## src/rtl/signed_accumulator.sv

```systemverilog
// Signed multiply-free accumulator: sums N_BEATS terms ext(a)+sext(b) into one ACC_W-bit result.
// Latency: result valid 1 cycle after the last accepted beat; in_ready drops while the result is held.
// Backpressure: result is held until out_ready; SIGNED_ACCUMULATOR_SAT_EN selects clamping instead of wrap.
module signed_accumulator #(
    parameter int A_W     = 4,
    parameter int B_W     = 3,
    parameter int ACC_W   = 8,
    parameter int N_BEATS = 8
) (
    input  logic                             clk,
    input  logic                             rst_n,
    input  logic                             clear,
    input  logic                             in_valid,
    output logic                             in_ready,
    input  logic [A_W-1:0]                   a,
    input  logic                             a_signed,
    input  logic [B_W-1:0]                   b,
    output logic                             out_valid,
    input  logic                             out_ready,
    output logic [ACC_W-1:0]                 acc_out,
    output logic                             sat,
    output logic [$clog2(N_BEATS+1)-1:0]     beat_cnt
);

    localparam int CNT_W = $clog2(N_BEATS + 1);
    localparam int T_W   = ACC_W + 1;
    localparam int S_W   = ACC_W + 2;
    localparam logic [CNT_W-1:0] LAST_CNT = CNT_W'(N_BEATS - 1);

    typedef enum logic {
        ST_ACC  = 1'b0,
        ST_HOLD = 1'b1
    } state_t;

    state_t                 state;
    logic [ACC_W-1:0]       acc;
    logic [CNT_W-1:0]       cnt;
    logic signed [T_W-1:0]  ext_a;
    logic signed [T_W-1:0]  ext_b;
    logic signed [T_W-1:0]  term;
    logic signed [S_W-1:0]  sum;
    logic [ACC_W-1:0]       acc_next;
    logic                   accept;

    assign acc_out  = acc;
    assign beat_cnt = cnt;
    assign accept   = in_valid && in_ready;

    always_comb begin
        ext_a = a_signed ? {{(T_W-A_W){a[A_W-1]}}, a} : {{(T_W-A_W){1'b0}}, a};
        ext_b = {{(T_W-B_W){b[B_W-1]}}, b};
        term  = ext_a + ext_b;
        sum   = {{2{acc[ACC_W-1]}}, acc} + {term[T_W-1], term};
    end

`ifdef SIGNED_ACCUMULATOR_SAT_EN
    localparam logic signed [S_W-1:0] SUM_MAX = {3'b000, {(ACC_W-1){1'b1}}};
    localparam logic signed [S_W-1:0] SUM_MIN = {3'b111, {(ACC_W-1){1'b0}}};

    logic clamp;
    logic sat_q;

    always_comb begin
        clamp    = 1'b0;
        acc_next = sum[ACC_W-1:0];
        if (sum > SUM_MAX) begin
            acc_next = SUM_MAX[ACC_W-1:0];
            clamp    = 1'b1;
        end else if (sum < SUM_MIN) begin
            acc_next = SUM_MIN[ACC_W-1:0];
            clamp    = 1'b1;
        end
    end

    // Sticky for the result in progress; dropped whenever a new result starts.
    always_ff @(posedge clk or negedge rst_n) begin
        if (!rst_n) begin
            sat_q <= 1'b0;
        end else if (clear) begin
            sat_q <= 1'b0;
        end else if (state == ST_HOLD) begin
            if (out_ready) begin
                sat_q <= 1'b0;
            end
        end else if (accept && clamp) begin
            sat_q <= 1'b1;
        end
    end

    assign sat = sat_q;
`else
    assign acc_next = ACC_W'(sum);
    assign sat      = 1'b0;
`endif

    always_ff @(posedge clk or negedge rst_n) begin
        if (!rst_n) begin
            state     <= ST_ACC;
            acc       <= '0;
            cnt       <= '0;
            out_valid <= 1'b0;
            in_ready  <= 1'b1;
        end else if (clear) begin
            state     <= ST_ACC;
            acc       <= '0;
            cnt       <= '0;
            out_valid <= 1'b0;
            in_ready  <= 1'b1;
        end else begin
            case (state)
                ST_ACC: begin
                    if (accept) begin
                        acc <= acc_next;
                        cnt <= cnt + CNT_W'(1);
                        if (cnt == LAST_CNT) begin
                            state     <= ST_HOLD;
                            out_valid <= 1'b1;
                            in_ready  <= 1'b0;
                        end
                    end
                end
                ST_HOLD: begin
                    // Handshake cycle only retires the result; beats resume next cycle.
                    if (out_ready) begin
                        state     <= ST_ACC;
                        acc       <= '0;
                        cnt       <= '0;
                        out_valid <= 1'b0;
                        in_ready  <= 1'b1;
                    end
                end
                default: begin
                    state     <= ST_ACC;
                    out_valid <= 1'b0;
                    in_ready  <= 1'b1;
                end
            endcase
        end
    end

endmodule
```

## config.mk

```make
export PLATFORM = sky130hd
export DESIGN_NAME = signed_accumulator
export DESIGN_NICKNAME = d
export VERILOG_FILES = /design/src/rtl/signed_accumulator.sv
export SDC_FILE = /design/constraint.sdc
export NUM_CORES = 1
export LEC_CHECK = 0
export ABC_AREA = 1
export BUFFER_PORTS_ARGS = -buffer_cell sky130_fd_sc_hd__buf_2
export CORE_MARGIN = 8
export CORE_UTILIZATION = 25
export DETAILED_ROUTE_END_ITERATION = 7
export PLACE_DENSITY = 0.41
export SYNTH_ARGS = -nofsm -noshare
export SYNTH_HDL_FRONTEND = slang
export SYNTH_SLANG_ARGS = --single-unit
```

## constraint.sdc

```tcl
create_clock -name clk -period 4.7 [get_ports clk]
set_input_delay 0.235 -clock clk [delete_from_list [all_inputs] [get_ports clk]]
set_output_delay 0.235 -clock clk [all_outputs]
set_load 0.005 [all_outputs]
```

* Word-level counts from Yosys, hierarchy flattened
Cells that the tools add are included.
** Storage, ports and cells
- RAM bits :: 0
- Bits in read-only memories :: 0
- Input port bits :: 13
- Register bits after elaboration :: 15
- Latch bits :: 0
- Output and inout port bits :: 15
- Memories kept :: 0
- Logic and storage cells :: 40
** Cells by class
- $lt $le $gt $ge :: 0
- $add $sub $neg :: 3
- Bitwise operators :: 1
- Multipliers :: 0
- Div/mod/pow operators :: 0
- Equal/unequal tests :: 4
- Shift-type cells :: 0
- Multiplexer cells :: 24
- Reduce and logical (&&, ||, !) cells :: 3
** Operators with widths (number)
- 8-bit two-way mux :: 4
- 8-bit one-hot mux with 2 select lines :: 1
- 1-bit two-way mux :: 12
- 4-bit two-way mux :: 3
- 3-bit inequality test, second input constant :: 3
- 8-bit by 3-bit adder with 8-bit output :: 1
- 8-bit adder :: 1
- 4-bit one-hot mux with 2 select lines :: 1
- 1-bit one-hot mux with 2 select lines :: 3
- 4-bit by 1-bit adder with 4-bit output, second input constant :: 1
- 4-bit by 3-bit equality test with 1-bit output, second input constant :: 1
- 3-bit AND reduction :: 1
- 2-bit AND reduction :: 1
- 1-bit logical AND :: 1
- 1-bit NOT :: 1

* Longest topological paths before layout
Gate-level depths: netlist of run 1.
- Depth after elaboration :: 6
- Depth in mapped cells :: 12
- Mapped depth without buffers :: 12

* Worst setup path after synthesis of run 1
OpenSTA, ideal clock, no wires.
- Kind :: register to register
- Start :: register acc[1] (netlist: acc_out[1])
- End :: register acc[7] (netlist: acc_out[7])
- Library setup time :: 117 ps
- Slack :: 2717 ps
- Arrival time :: 1866 ps
- Required time :: 4583 ps
- Stages on the path, launching flop included :: 11
- Path through :: dfrtp_1 fa_1 ha_1 inv_1 fa_1 inv_1 nand3_1 nand3_1 nand2_1 nand3_1 nand2_1
** Between the ends
- Cells in the longest elaborated chain, start to end :: 4
** RTL lines
- start: declaration :: line 36 : logic [ACC_W-1:0] acc;
- start signal: assignment :: line 113 : acc <= acc_next;
- 8-bit adder :: line 53 : sum = {{2{acc[ACC_W-1]}}, acc} + {term[T_W-1], term};
- 8-bit two-way mux :: line 112 : if (accept) begin
- 8-bit one-hot mux with 2 select lines :: line 110 : case (state)
- 8-bit two-way mux :: line 103 : end else if (clear) begin
Every way passes these cells. The select of a mux whose other input is x is not followed.
A chain may end at the register's enable or synchronous reset.

* Worst setup path in the final report of run 1
Same ends and word-level chain as after synthesis.

==> results of run 1 <==
==> cell type report <==
class	instances	area share [%]
Multi-Input combinational cell	100	48.0
Timing Repair Buffer	27	9.93
Inverter	27	7.36
Sequential cell	15	26.7
Clock buffer	4	3.19
Tap cell	54	4.79
==> layer usage <==
metal,track usage (%),up-vias
li1,-,508
met5,0,-
met1,9.83,476
met4,2.35,0
met2,13.7,23
met3,2.32,2
==> cells in the mapped netlist (3+ instances only) <==
master / n
ha_1: 7
nand2_1: 41
nand4_1: 3
inv_1: 26
dfrtp_1: 14
fa_1: 8
o21ai_0: 4
nor2_1: 4
a21oi_1: 6
nand3_1: 10
==> through the flow <==
stage	hold WS, ns	setup slack, ns	power, mW	std cells
floorplan	-0.0606	2.72	0.302	143
detailed placement	0.183	2.61	0.367	222
global placement	0.174	2.63	0.366	222
CTS	0.405	2.60	0.479	227
finish	0.401	2.61	0.470	227
global route	0.422	2.47	0.520	227
==> cells by family after synthesis <==
logic type	Yosys count
AO/OA/AOI/OAI	18
XOR/XNOR	1
adder cells (fa/ha/maj)	15
buffers and inverters	28
flip-flops	15
other	1
AND/OR/NAND/NOR	65
==> flip-flops by register name, indices dropped and copies added (netlist names) <==
register,cells
acc_out,8
beat_cnt,4
in_ready,1
out_valid,1
state,1
==> final timing paths <==
check	start	end	slack [ns]
min	b[0]	acc_out[0]	0.40
max in group asynchronous	rst_n	in_ready	3.97
min reg2reg	out_valid	out_valid	0.49
max reg2reg	acc_out[1]	acc_out[7]	2.61
max	acc_out[1]	acc_out[7]	2.61
min in group asynchronous	rst_n	beat_cnt[3]	0.43
==> worst max-delay path, delay by kind of cell, from the launching register on <==
| kind | cells | cell delay, ns |
|---|---|---|
| fa+ha+maj | 3 | 1.06 |
| flops | 1 | 0.41 |
| simple gates | 5 | 0.35 |
| buf+inv | 2 | 0.15 |
==> power by group through the flow <==
stage / Combinational [mW] / Clock [mW] / Sequential [mW]
after floorplan: 0.132 / 0 / 0.170
after global placement: 0.194 / 0 / 0.172
after detailed placement: 0.195 / 0 / 0.172
after CTS: 0.197 / 0.112 / 0.170
after global routing: 0.229 / 0.118 / 0.173
final: 0.192 / 0.109 / 0.169
==> what timing repair did <==
item,CTS,global route
endpoints found under the hold margin,14,0
gates resized for setup,0,0
hold buffers,1,0
==> impl_results.md, run 1 <==
- Yosys top cell area share: a little under a third
- Post-synth top area cell: dfrtp_1
- Max Buffers Root-to-Sink: 2
- Unique cell type count in the Yosys netlist: 27
- R2r worst-path depth: 10
- Syn Area/Cell: 8.15 um2
- DR top layer: met4
- Crit-path most repeated cell: nand3_1
- Vias in the first global route: 1110
- Antenna Nets Post-Route: 0
- Switching part of the total: 38.3%
- Ports: 28
- Async SR Flop Fraction: between 90% and 100%
- Rows: 25
- Clock insertion delay at the later pin of the skew report: 0.25 ns
- Layout filler cell count: 504
- GR Overflow Total: 0
- Minimum clock period: roughly 2.1 ns
- Synth Area in Adders: 21.2%
- Dpl cell area: about 1400 um2
- Clk network pwr share: 23.2%
- Most frequent cells in the layout: 41 x nand2_1, 26 x inv_1, 26 x buf_2
- CTS tree: yes
- Vias per cell: about 4.4
- Worst vdd ir: between 100 and 150 uV
- Outcome: complete, no violations
- Starting density of the core: 25.4%
- Synthesized net count: roughly 170
- Max-Cap Viols: 0
- Clk_skew: 0.000945 ns
- Finish-stage setup viols: 0
- Worst-path clk slew: ~0.070 ns
- Nets: 202
- DR pass1 iterations: 4
- Post-detail-place hpwl: roughly 2300 um
- Core Area: roughly 4600 um2
- Ranking of synthesized cells by area: dfrtp_1 30%, fa_1 14%, nand2_1 13%
- Synth Flop Type: dfrtp_1
- Compound-Gate Fraction of Synth Area: 9.55%
- GRT Resource Usage Total: between 8 and 9%
- Critical path class: reg -> reg
- Largest net degree at the start of global routing: 16
- Initial antenna violation count: 0
- Seq cells post-synth: 15
- CTS sink cnt: 15
- Largest stage delay, worst path: 0.49 ns
- Fin crit share: around 44%
- Starting DRC count in detailed routing: 55
- CP arrival: ~2.2 ns
- Sum of negative setup slack: 0 ns
- Leakage: about 0.80 nW
- Power Density: ~330 nW/um2
- Crit Path Max Fanout: 3
- WL met2: ~1300 um
- Synthesized-area fraction occupied by and/or/nand/nor cells: 26.3%
- Multi-input gate area: around 680 um2
- Layout area overhead: 21.0%
- Synth Instances: between 100 and 150
- First-pass GRT wire length: 4840 um
- EDFF count, synth: 0
- Crit path cell chain: fa_1 -> ha_1 -> inv_1 -> fa_1 -> inv_1 -> nand3_1 -> nand3_1 -> nand2_1 -> nand3_1 -> nand2_1
- Commonest non-fill, non-tap cell in the layout: nand2_1
- RSZ-0062 raised after global routing: no
- Seq/Total Area, Yosys: about a third
- Netlist Area Pre-Place: roughly 1200 um2
- CP required: around 4.8 ns
- Hold depth: 3
- WL met1: 1270 um
- Hold Crit Class: in -> reg
- IO Port Bufs: 26
- DR DRC count: 0
- Seq pwr share: a little over a third
- Max Slew Vio Count: 0
- P_int: 0.290 mW
- Antenna cells: 0
- Design area: 1410 um2
- Post-Synth XOR/XNOR Area: less than 1%
- Final core occ: approximately 31%
- Setup bufs post-CTS: 0
- Combinational Power Share: about two fifths
- Root Buffer: clkbuf_8
- Storage element area: about 380 um2
- Final hold vios: 0
- Highest-delay cell along the critical path: fa_1
- Largest family of logic cells by synthesized area: simple AND/OR/NAND/NOR gates
- Mux share of post-synthesis cell area: 0%
- Die span in y: 84.3 um
- Net Sw Power: around 0.18 mW
- Detailed Route WL: around 2800 um
- Routability Congestion: 0.756
- Synth warn: 0
- Die width: roughly 84 um
- Num CTS Buffers: 3
- Via count: slightly above 1k
- H-tree depth: 1
- WL met3: 162 um
- WL/cell: about 12 um
- Max Freq: 478 MHz
- Startpoint Class: flip-flop
- Layout cell share with drive strength beyond 1: ~23%
- Worst setup EP type: flip-flop
- Die area: 7110 um2
Power figures use the tool's default switching activity.
==> run 2: changes to the inputs <==
Clock period 4.7 ns to 2.05 ns, I/O delays scaled along.
==> run 2 against run 1 <==
Clock-buffer cell count fell by 1; total power rose by 140%; critical path type unchanged; highest routed layer unchanged; register-to-register slack got worse by 2.5 ns.
==> impl_results.md, run 2 (synthesis results as in run 1) <==
- Reg-to-reg endpoint: acc_out[7] (unchanged)
- Worst vdd ir: 255 uV (was 106 uV)
- HP Start: b[0] (unchanged)
- Max-Cap Viols: 0 (unchanged)
- Die area: 7110 um2 (unchanged)
- FF-to-FF Start: acc_out[1] (unchanged)
- Most frequent cells in the layout: 41 x nand2_1, 26 x buf_2, 25 x inv_1 (was 41 x nand2_1, 26 x inv_1, 26 x buf_2)
- Detailed Route WL: 2690 um (was 2770 um)
- Vias per cell: 4.46 (was 4.44)
- Die width: 84.3 um (unchanged)
- Post-Layout Cell Count: 230 (was 227)
- Nets: 205 (was 202)
- Crit path cell chain: fa_1 -> ha_2 -> inv_1 -> fa_2 -> inv_2 -> nand3_2 -> nand3_2 -> nand2_1 -> nand3_1 -> nand2_1 (was fa_1 -> ha_1 -> inv_1 -> fa_1 -> inv_1 -> nand3_1 -> nand3_1 -> nand2_1 -> nand3_1 -> nand2_1)
- First-pass GRT wire length: 4750 um (was 4840 um)
- WL/cell: 11.7 um (was 12.2 um)
- Antenna Nets Post-Route: 0 (unchanged)
- Max Buffers Root-to-Sink: 2 (unchanged)
- Highest-delay cell along the critical path: fa_1 (unchanged)
- GR Overflow Total: 0 (unchanged)
- Core Area: 4600 um2 (unchanged)
- Hold depth: 3 (unchanged)
- Hold Crit Class: in -> reg (unchanged)
- R2r worst-path depth: 10 (unchanged)
- Startpoint Class: flip-flop (unchanged)
- GRT Resource Usage Total: 7.99% (was 8.17%)
- Max Freq: 510 MHz (was 478 MHz)
- Largest net degree at the start of global routing: 16 (unchanged)
- Routability Congestion: 0.762 (was 0.756)
- Outcome: complete, no violations (unchanged)
- WP buf/inv: 2 (unchanged)
- Fin crit share: 95.7% (was 44.5%)
- Layout area overhead: 27.6% (was 21.0%)
- Final hold vios: 0 (unchanged)
- Crit Path Max Fanout: 2 (was 3)
- Clock insertion delay at the later pin of the skew report: 0.25 ns (about the same)
- Layout filler cell count: 504 (unchanged)
- Starting DRC count in detailed routing: 37 (was 55)
- Die span in y: 84.3 um (unchanged)
- CP arrival: 2.10 ns (was 2.23 ns)
- Minimum clock period: 1.96 ns (was 2.09 ns)
- R2r setup slk: 0.09 ns (was 2.61 ns)
- Root Buffer: clkbuf_8 (unchanged)
- H-tree depth: 1 (unchanged)
- Rows: 25 (unchanged)
- Antenna cells: 0 (unchanged)
- Leakage: 0.824 nW (was 0.805 nW)
- DR DRC count: 0 (unchanged)
- Hold EP: acc_out[0] (unchanged)
- CTS tree: yes (unchanged)
- Commonest non-fill, non-tap cell in the layout: nand2_1 (unchanged)
- Initial antenna violation count: 0 (unchanged)
- Worst-path clk slew: 0.07 ns (about the same)
- Worst setup EP type: flip-flop (unchanged)
- Vias in the first global route: 1108 (was 1110)
- Finish-stage setup viols: 0 (unchanged)
- Post-detail-place hpwl: 2200 um (was 2290 um)
- Num CTS Buffers: 3 (unchanged)
- Total power: 1.14 mW (was 0.470 mW)
- Hold WS: 0.268 ns (was 0.401 ns)
- Largest register FFs: 8 (unchanged)
- Layout cell share with drive strength beyond 1: 29.0% (was 22.5%)
- Dpl cells: 224 (was 222)
- CP required: 2.19 ns (was 4.84 ns)
- Power Density: 766 nW/um2 (was 333 nW/um2)
- Max Slew Vio Count: 0 (unchanged)
- Largest stage delay, worst path: 0.49 ns (about the same)
- DR pass1 iterations: 4 (unchanged)
- Starting density of the core: 25.4% (unchanged)
- IO Port Bufs: 26 (unchanged)
- Crit path max-delay family: adder cells (unchanged)
- Final core occ: 32.4% (was 30.7%)
- Clk_skew: 0.00459 ns (was 0.000945 ns)
- Ports: 28 (unchanged)
- Via count: 1025 (was 1009)
- Critical path class: reg -> reg (unchanged)
- CTS sink cnt: 15 (unchanged)
==> run 2: changes by cell type in the layout (fill, tap and decap cells not counted) <==
cell      delta
fa_1         -1
clkinv_2     +1
inv_2        +1
inv_1        -1
ha_2         +1
clkbuf_1     -1
buf_4        +3
fa_2         +1
ha_1         -4
nand3_2      +2
ha_4         +3
nand3_1      -2
==> run 2: metal layers <==
layer	part of all wire, %	routed length, um	GRT usage [%]	vias to the layer above
li1	-	-	-	515
met1	46	1230	9.82	487
met2	46	1240	12.7	21
met3	7.4	199	2.61	2
met4	0.71	19	2.83	0
met5	0	0	0	-
==> run 2: area by class of cell <==
type | instances | area (um2) | share of cell area, %
Clock buffer | 3 | 41.3 | 2.78
Clock inverter | 1 | 5.00 | 0.336
Inverter | 27 | 104 | 6.98
Multi-Input combinational cell | 100 | 731 | 49.1
Sequential cell | 15 | 377 | 25.3
Tap cell | 54 | 67.6 | 4.54
Timing Repair Buffer | 30 | 163 | 10.9
==> run 2: stage by stage <==
stage               setup slack [ns]  area (um2)   TNS, ns
floorplan                     0.0670        1170         0
global placement              0.0477        1370         0
detailed placement            0.0262        1370         0
CTS                           0.0181        1430         0
global route                -0.00872        1490  -0.00872
finish                        0.0878        1490         0
==> run 2: timing repair <==
action | in CTS | in global routing
endpoints found under the hold margin | 14 | 0
hold buffers | 1 | 0
buffers inserted | 0 | 1
resized for setup | 0 | 8
endpoints found under the setup margin | 0 | 2
==> run 2: worst max-delay path by stage <==
stage | startpoint | to | slack, ns | depth (start not counted)
2_1_floorplan | acc_out[1] | acc_out[7] | 0.07 | 10
3_3_place_gp | acc_out[1] | acc_out[7] | 0.05 | 10
3_5_place_dp | acc_out[1] | acc_out[7] | 0.03 | 10
4_1_cts | acc_out[1] | acc_out[7] | 0.02 | 10
5_1_grt | acc_out[1] | acc_out[7] | -0.009 | 10
6_report | acc_out[1] | acc_out[7] | 0.09 | 10
==> run 2: worst reg2reg max path, stage by stage, from the launching register on <==
cell and delay, ns:
dfrtp_1 0.39, fa_1 0.49, ha_2 0.18, inv_1 0.05
fa_2 0.35, inv_2 0.07, nand3_2 0.09, nand3_2 0.07
nand2_1 0.05, nand3_1 0.07, nand2_1 0.05
==> run 2: where the power goes <==
group | total (mW) | internal, mW | leakage [nW] | switching [mW]
logic | 0.512 | 0.234 | 0.600 | 0.277
clock network | 0.240 | 0.134 | 0.0255 | 0.106
registers | 0.388 | 0.340 | 0.199 | 0.0483
